## config.mk

```make
export PLATFORM = sky130hd
export DESIGN_NAME = sr_latch_ctrl
export DESIGN_NICKNAME = d
export VERILOG_FILES = /design/src/rtl/sr_latch_ctrl.sv
export SDC_FILE = /design/constraint.sdc
export NUM_CORES = 1
export LEC_CHECK = 0
export ABC_CLOCK_PERIOD_IN_PS = 2700
export CORE_MARGIN = 2
export CORE_UTILIZATION = 55
export CTS_CLUSTER_SIZE = 40
export DETAILED_ROUTE_END_ITERATION = 8
export PLACE_DENSITY = 0.83
export SETUP_SLACK_MARGIN = 0.02
export SLEW_MARGIN = 15
export SYNTH_ARGS = -nofsm -noshare
export SYNTH_HDL_FRONTEND = slang
export SYNTH_SLANG_ARGS = --single-unit
```

## constraint.sdc

```tcl
create_clock -name Clk -period 2.7 [get_ports Clk]
set_input_delay 0.54 -clock Clk [delete_from_list [all_inputs] [get_ports Clk]]
set_output_delay 0.54 -clock Clk [all_outputs]
set_load 0.01 [all_outputs]
```

## src/rtl/sr_latch_ctrl.sv

```systemverilog
// sr_latch_ctrl: command sequencer for a gated SR latch.
// Takes set/clear requests and drives the latch through setup, an En pulse, hold and settle.
// Then reads Q/notQ back through 2-flop synchronizers and returns the observed value plus a fault flag.
module sr_latch_ctrl #(
  parameter int EN_CYCLES     = 2,
  parameter int HOLD_CYCLES   = 1,
  parameter int SETTLE_CYCLES = 3,
  parameter int CNT_W         = 3
) (
  input  logic       Clk,
  input  logic       notRst,
  input  logic       ReqValid,
  output logic       ReqReady,
  input  logic       ReqSet,
  output logic       RespValid,
  input  logic       RespReady,
  output logic       RespQ,
  output logic       RespErr,
  output logic [7:0] ErrCnt,
  output logic       En,
  output logic       S,
  output logic       R,
  input  logic       Q,
  input  logic       notQ
);

  // Reject parameter sets the sequencer cannot honour.
  if (EN_CYCLES < 1) begin : gBadEn
    $error("EN_CYCLES must be >= 1");
  end
  if (HOLD_CYCLES < 1) begin : gBadHold
    $error("HOLD_CYCLES must be >= 1");
  end
  if (SETTLE_CYCLES < 3) begin : gBadSettle
    $error("SETTLE_CYCLES must be >= 3 to cover the synchronizer");
  end
  if ((EN_CYCLES - 1) >= (1 << CNT_W) || (HOLD_CYCLES - 1) >= (1 << CNT_W) ||
      (SETTLE_CYCLES - 1) >= (1 << CNT_W)) begin : gBadCnt
    $error("CNT_W too narrow for the phase lengths");
  end

  localparam logic [CNT_W-1:0] EN_LOAD     = CNT_W'(EN_CYCLES - 1);
  localparam logic [CNT_W-1:0] HOLD_LOAD   = CNT_W'(HOLD_CYCLES - 1);
  localparam logic [CNT_W-1:0] SETTLE_LOAD = CNT_W'(SETTLE_CYCLES - 1);

  typedef enum logic [2:0] {
    IDLE   = 3'd0,
    SETUP  = 3'd1,
    PULSE  = 3'd2,
    HOLD   = 3'd3,
    SETTLE = 3'd4,
    RESP   = 3'd5
  } stateT;

  stateT            stateReg, stateNext;
  logic [CNT_W-1:0] cntReg, cntNext;
  logic             cmdReg, cmdNext;
  logic             enReg, enNext;
  logic             sReg, sNext;
  logic             rReg, rNext;
  logic             reqReadyReg, reqReadyNext;
  logic             respValidReg, respValidNext;
  logic             respQReg, respQNext;
  logic             respErrReg, respErrNext;
  logic [7:0]       errCntReg, errCntNext;
  logic             qMeta, qSync, nqMeta, nqSync;
  logic             errNow;

  // Two-flop synchronizers for the asynchronous latch outputs.
  always_ff @(posedge Clk or negedge notRst) begin
    if (!notRst) begin
      qMeta  <= 1'b0;
      qSync  <= 1'b0;
      nqMeta <= 1'b0;
      nqSync <= 1'b0;
    end else begin
      qMeta  <= Q;
      qSync  <= qMeta;
      nqMeta <= notQ;
      nqSync <= nqMeta;
    end
  end

  // Fault verdict for the value currently seen through the synchronizers.
  assign errNow = (qSync == nqSync) | (qSync != cmdReg);

  // Next-state and next-output logic; every latch-facing output is a flop.
  always_comb begin
    stateNext     = stateReg;
    cntNext       = cntReg;
    cmdNext       = cmdReg;
    enNext        = enReg;
    sNext         = sReg;
    rNext         = rReg;
    respValidNext = respValidReg;
    respQNext     = respQReg;
    respErrNext   = respErrReg;
    errCntNext    = errCntReg;
    unique case (stateReg)
      IDLE: begin
        if (ReqValid && reqReadyReg) begin
          stateNext = SETUP;
          cmdNext   = ReqSet;
          sNext     = ReqSet;
          rNext     = ~ReqSet;
          enNext    = 1'b0;
          cntNext   = '0;
        end
      end
      SETUP: begin
        stateNext = PULSE;
        enNext    = 1'b1;
        cntNext   = EN_LOAD;
      end
      PULSE: begin
        if (cntReg == '0) begin
          stateNext = HOLD;
          enNext    = 1'b0;
          cntNext   = HOLD_LOAD;
        end else begin
          cntNext = cntReg - 1'b1;
        end
      end
      HOLD: begin
        if (cntReg == '0) begin
          stateNext = SETTLE;
          sNext     = 1'b0;
          rNext     = 1'b0;
          cntNext   = SETTLE_LOAD;
        end else begin
          cntNext = cntReg - 1'b1;
        end
      end
      SETTLE: begin
        if (cntReg == '0) begin
          stateNext     = RESP;
          respValidNext = 1'b1;
          respQNext     = qSync;
          respErrNext   = errNow;
          if (errNow && (errCntReg != 8'd255)) begin
            errCntNext = errCntReg + 8'd1;
          end
        end else begin
          cntNext = cntReg - 1'b1;
        end
      end
      RESP: begin
        if (RespReady) begin
          stateNext     = IDLE;
          respValidNext = 1'b0;
        end
      end
      default: begin
        stateNext     = IDLE;
        enNext        = 1'b0;
        sNext         = 1'b0;
        rNext         = 1'b0;
        respValidNext = 1'b0;
      end
    endcase
    reqReadyNext = (stateNext == IDLE);
  end

  // State and registered outputs; reset drops the latch drive immediately.
  always_ff @(posedge Clk or negedge notRst) begin
    if (!notRst) begin
      stateReg     <= IDLE;
      cntReg       <= '0;
      cmdReg       <= 1'b0;
      enReg        <= 1'b0;
      sReg         <= 1'b0;
      rReg         <= 1'b0;
      reqReadyReg  <= 1'b0;
      respValidReg <= 1'b0;
      respQReg     <= 1'b0;
      respErrReg   <= 1'b0;
      errCntReg    <= 8'd0;
    end else begin
      stateReg     <= stateNext;
      cntReg       <= cntNext;
      cmdReg       <= cmdNext;
      enReg        <= enNext;
      sReg         <= sNext;
      rReg         <= rNext;
      reqReadyReg  <= reqReadyNext;
      respValidReg <= respValidNext;
      respQReg     <= respQNext;
      respErrReg   <= respErrNext;
      errCntReg    <= errCntNext;
    end
  end

  assign ReqReady  = reqReadyReg;
  assign RespValid = respValidReg;
  assign RespQ     = respQReg;
  assign RespErr   = respErrReg;
  assign ErrCnt    = errCntReg;
  assign En        = enReg;
  assign S         = sReg;
  assign R         = rReg;

endmodule

```

==> flow_metrics.env <==
export IMPL_rsz0062_at_grt="false"
export IMPL_cts_tree="done"
export IMPL_max_freq_mhz=474
export IMPL_cts_hold_buffers=0
export IMPL_antenna_found_initial=0
export IMPL_clock_power_share_pct=17.2
export IMPL_drc=0
export IMPL_firstDrtPassIters=4
export IMPL_postCtsResizedCells=0
export IMPL_syn2layout_area_growth_pct=21.8
export IMPL_dp_slack_ns=0.620
export IMPL_final_common_cell="dfrtp_1"
export IMPL_clockBufferDepth=2
export IMPL_fin_crit_ns=2.11
export IMPL_core_sq_um=2210
export IMPL_dp_hpwl_mm=1.84
export IMPL_start_util_pct=57.7
export IMPL_num_vias=1000
export IMPL_status="completed"
export IMPL_synth_seq_cells=26
export IMPL_p_per_area_nw_per_um2=984
export IMPL_fin_cells=174
export IMPL_r2r_setup_slack_ns=0.59
export IMPL_final_util_pct=70.4
export IMPL_dieHeight_um=52.2
export IMPL_netSwitchingPower_mw=0.558
export IMPL_hp_class="flip-flop to flip-flop"
export IMPL_cp_data_arrival_time_ns=2.33
export IMPL_synth_area_sq_um=1280
export IMPL_rows=17
export IMPL_worstMarginPinSlew_ns=0.653
export IMPL_clockRootBuffer="clkbuf_4"
export IMPL_routedWlPerCell_um=14.0
export IMPL_drt_iter0_drc=15
export IMPL_diodes=0
export IMPL_timing_hold_ws_ns=0.368
export IMPL_final_antenna_net_count=0
export IMPL_vdd_drop_max_v=0.000655
export IMPL_synthCells=125
export IMPL_required_ns=2.92
export IMPL_seqPwrFrac_pct=40.7
export IMPL_via_per_inst=5.75
export IMPL_cp_end_kind="flip-flop"
export IMPL_grt_pass1_wl_mm=4.18
export IMPL_drive_gt1_share_pct=6.85
export IMPL_clock_skew_ns=0.00757
export IMPL_ioPinCount=22
export IMPL_die_area_sq_um=2720
export IMPL_cts_setup_buffers=0
export IMPL_clk_pin_slew_ns=0.14
export IMPL_grt_pass1_vias=975
export IMPL_largest_reg_flops=8
export IMPL_ys_warn_count=0
export IMPL_seq_area_frac_synth_pct=50.9
export IMPL_grt_max_degree=27
export IMPL_hold_violations=0
export IMPL_dieWidth_um=52.2
export IMPL_gp_congestion=0.770
export IMPL_slew_headroom_pct=56.4
export IMPL_drv_cap=0
export IMPL_postSynthAreaPerCell_sq_um=10.2
export IMPL_place_inst=170
export IMPL_post_route_period_util_pct=78.1
export IMPL_h_tree_depth=1
export IMPL_power_frac_comb_pct=42.2
export IMPL_synth_cell_types=36
export IMPL_overflow=0
export IMPL_tns_ns=0
export IMPL_clk_latency_ns=0.32
export IMPL_maxSlewViolCount=0
export IMPL_power_internal_mw=0.974
export IMPL_setup_viol=0
export IMPL_worst_setup_path_start_kind="flip-flop"
export IMPL_clock_sinks=26
export IMPL_syn_nets=135
export IMPL_cts_buffers=3
export IMPL_final_cell_mix="dfrtp_1, clkdlybuf4s50_1, a21oi_1"
export IMPL_io_buffers=21
export IMPL_layout_setup_ws_ns=0.592
export IMPL_crit_path_max_fanout=12
export IMPL_finalWirelength_mm=2.44
export IMPL_grt_usage_pct=20.7
export IMPL_crit_type="flip-flop to flip-flop"
export IMPL_final_nets=157
export IMPL_p_sw_share_pct=36.4
export IMPL_p_leak_nw=0.685
-- per-stage QoR --
step,power (mW),instance area [sq um]
after floorplan,1.02,1280
after global placement,1.24,1500
after detailed placement,1.27,1500
after CTS,1.54,1560
after global routing,1.65,1560
final,1.53,1560
-- worst paths after layout --
check / endpoint / cells after the start / startpoint
worst min-delay path: qSync / 0 / qMeta
worst max register to register: ErrCnt[6] / 4 / stateReg[0]
worst min register to register: qSync / 0 / qMeta
max in group asynchronous: nqSync / 2 / notRst
worst max-delay path: ErrCnt[6] / 4 / stateReg[0]
min in group asynchronous: En / 2 / notRst
-- synthesized netlist by cell type --
cell type	instances	area share (%)
or3_1	1	0.49
nor2_1	6	1.8
nor4_2	2	2.0
o311ai_0	1	0.69
nand2_1	7	2.1
and3b_1	2	1.4
a21oi_1	9	3.5
nor2b_1	1	0.49
inv_1	8	2.4
nand4b_1	1	0.69
nand2b_1	6	2.9
dfrtp_1	26	51
o21bai_1	1	0.59
nand4_1	1	0.49
ha_1	3	2.9
buf_6	1	0.88
mux2_2	1	0.88
and2_1	2	0.98
o22a_1	1	0.69
o221ai_1	2	1.4
a2111o_1	1	0.88
or3b_1	1	0.69
o21ai_1	3	1.2
a21boi_0	2	1.2
buf_4	1	0.59
nor3_1	4	1.6
a211oi_1	1	0.59
nand3_1	6	2.4
a31oi_1	1	0.49
o32a_1	1	0.78
nor4b_2	1	1.2
mux2_1	2	1.8
clkbuf_1	4	1.2
o21ai_0	8	3.1
o22ai_1	2	0.98
xor2_1	5	3.4
-- kinds of logic (layout without fill, tap and decap cells) --
group	after synthesis	count (layout)	synth area share, %
buffers and inverters	14	35	5.00
DFF	26	26	50.9
and+or+nand+nor	41	41	19.0
xor gates and xnor gates	5	5	3.43
adders and majority gates	3	3	2.94
AOI/OAI and AO/OA	33	33	16.1
muxes	3	3	2.64
-- critical path: stages, from the launching register on --
cell,delay (ns)
dfrtp_1,0.51
or3b_1,0.45
a2111o_1,0.45
nor3_1,0.26
mux2_1,0.34
-- area by class of cell --
cell class | count | area [sq um]
clock buffers | 3 | 22.5
clock inverters | 1 | 30.0
fillers | 173 | 656
inverters | 8 | 30.0
multi-input cells | 85 | 563
flip-flops and latches | 26 | 651
well taps | 28 | 35.0
repair buffers | 23 | 225
-- power by group through the flow --
stage / clock network [mW] / logic, mW / registers [mW]
2_1_floorplan: 0 / 0.408 / 0.615
3_3_place_gp: 0 / 0.619 / 0.618
3_5_place_dp: 0 / 0.644 / 0.630
4_1_cts: 0.270 / 0.647 / 0.621
5_1_grt: 0.284 / 0.727 / 0.642
6_report: 0.263 / 0.646 / 0.623
-- metal layers --
metal	wire (um)	GRT usage [%]	vias up
met5	0	0	-
met4	45	6.41	0
met3	123	5.71	6
met2	1210	32.9	31
met1	1060	27.5	475
li1	-	-	488
Note: power is estimated with default switching activity, not from simulation.
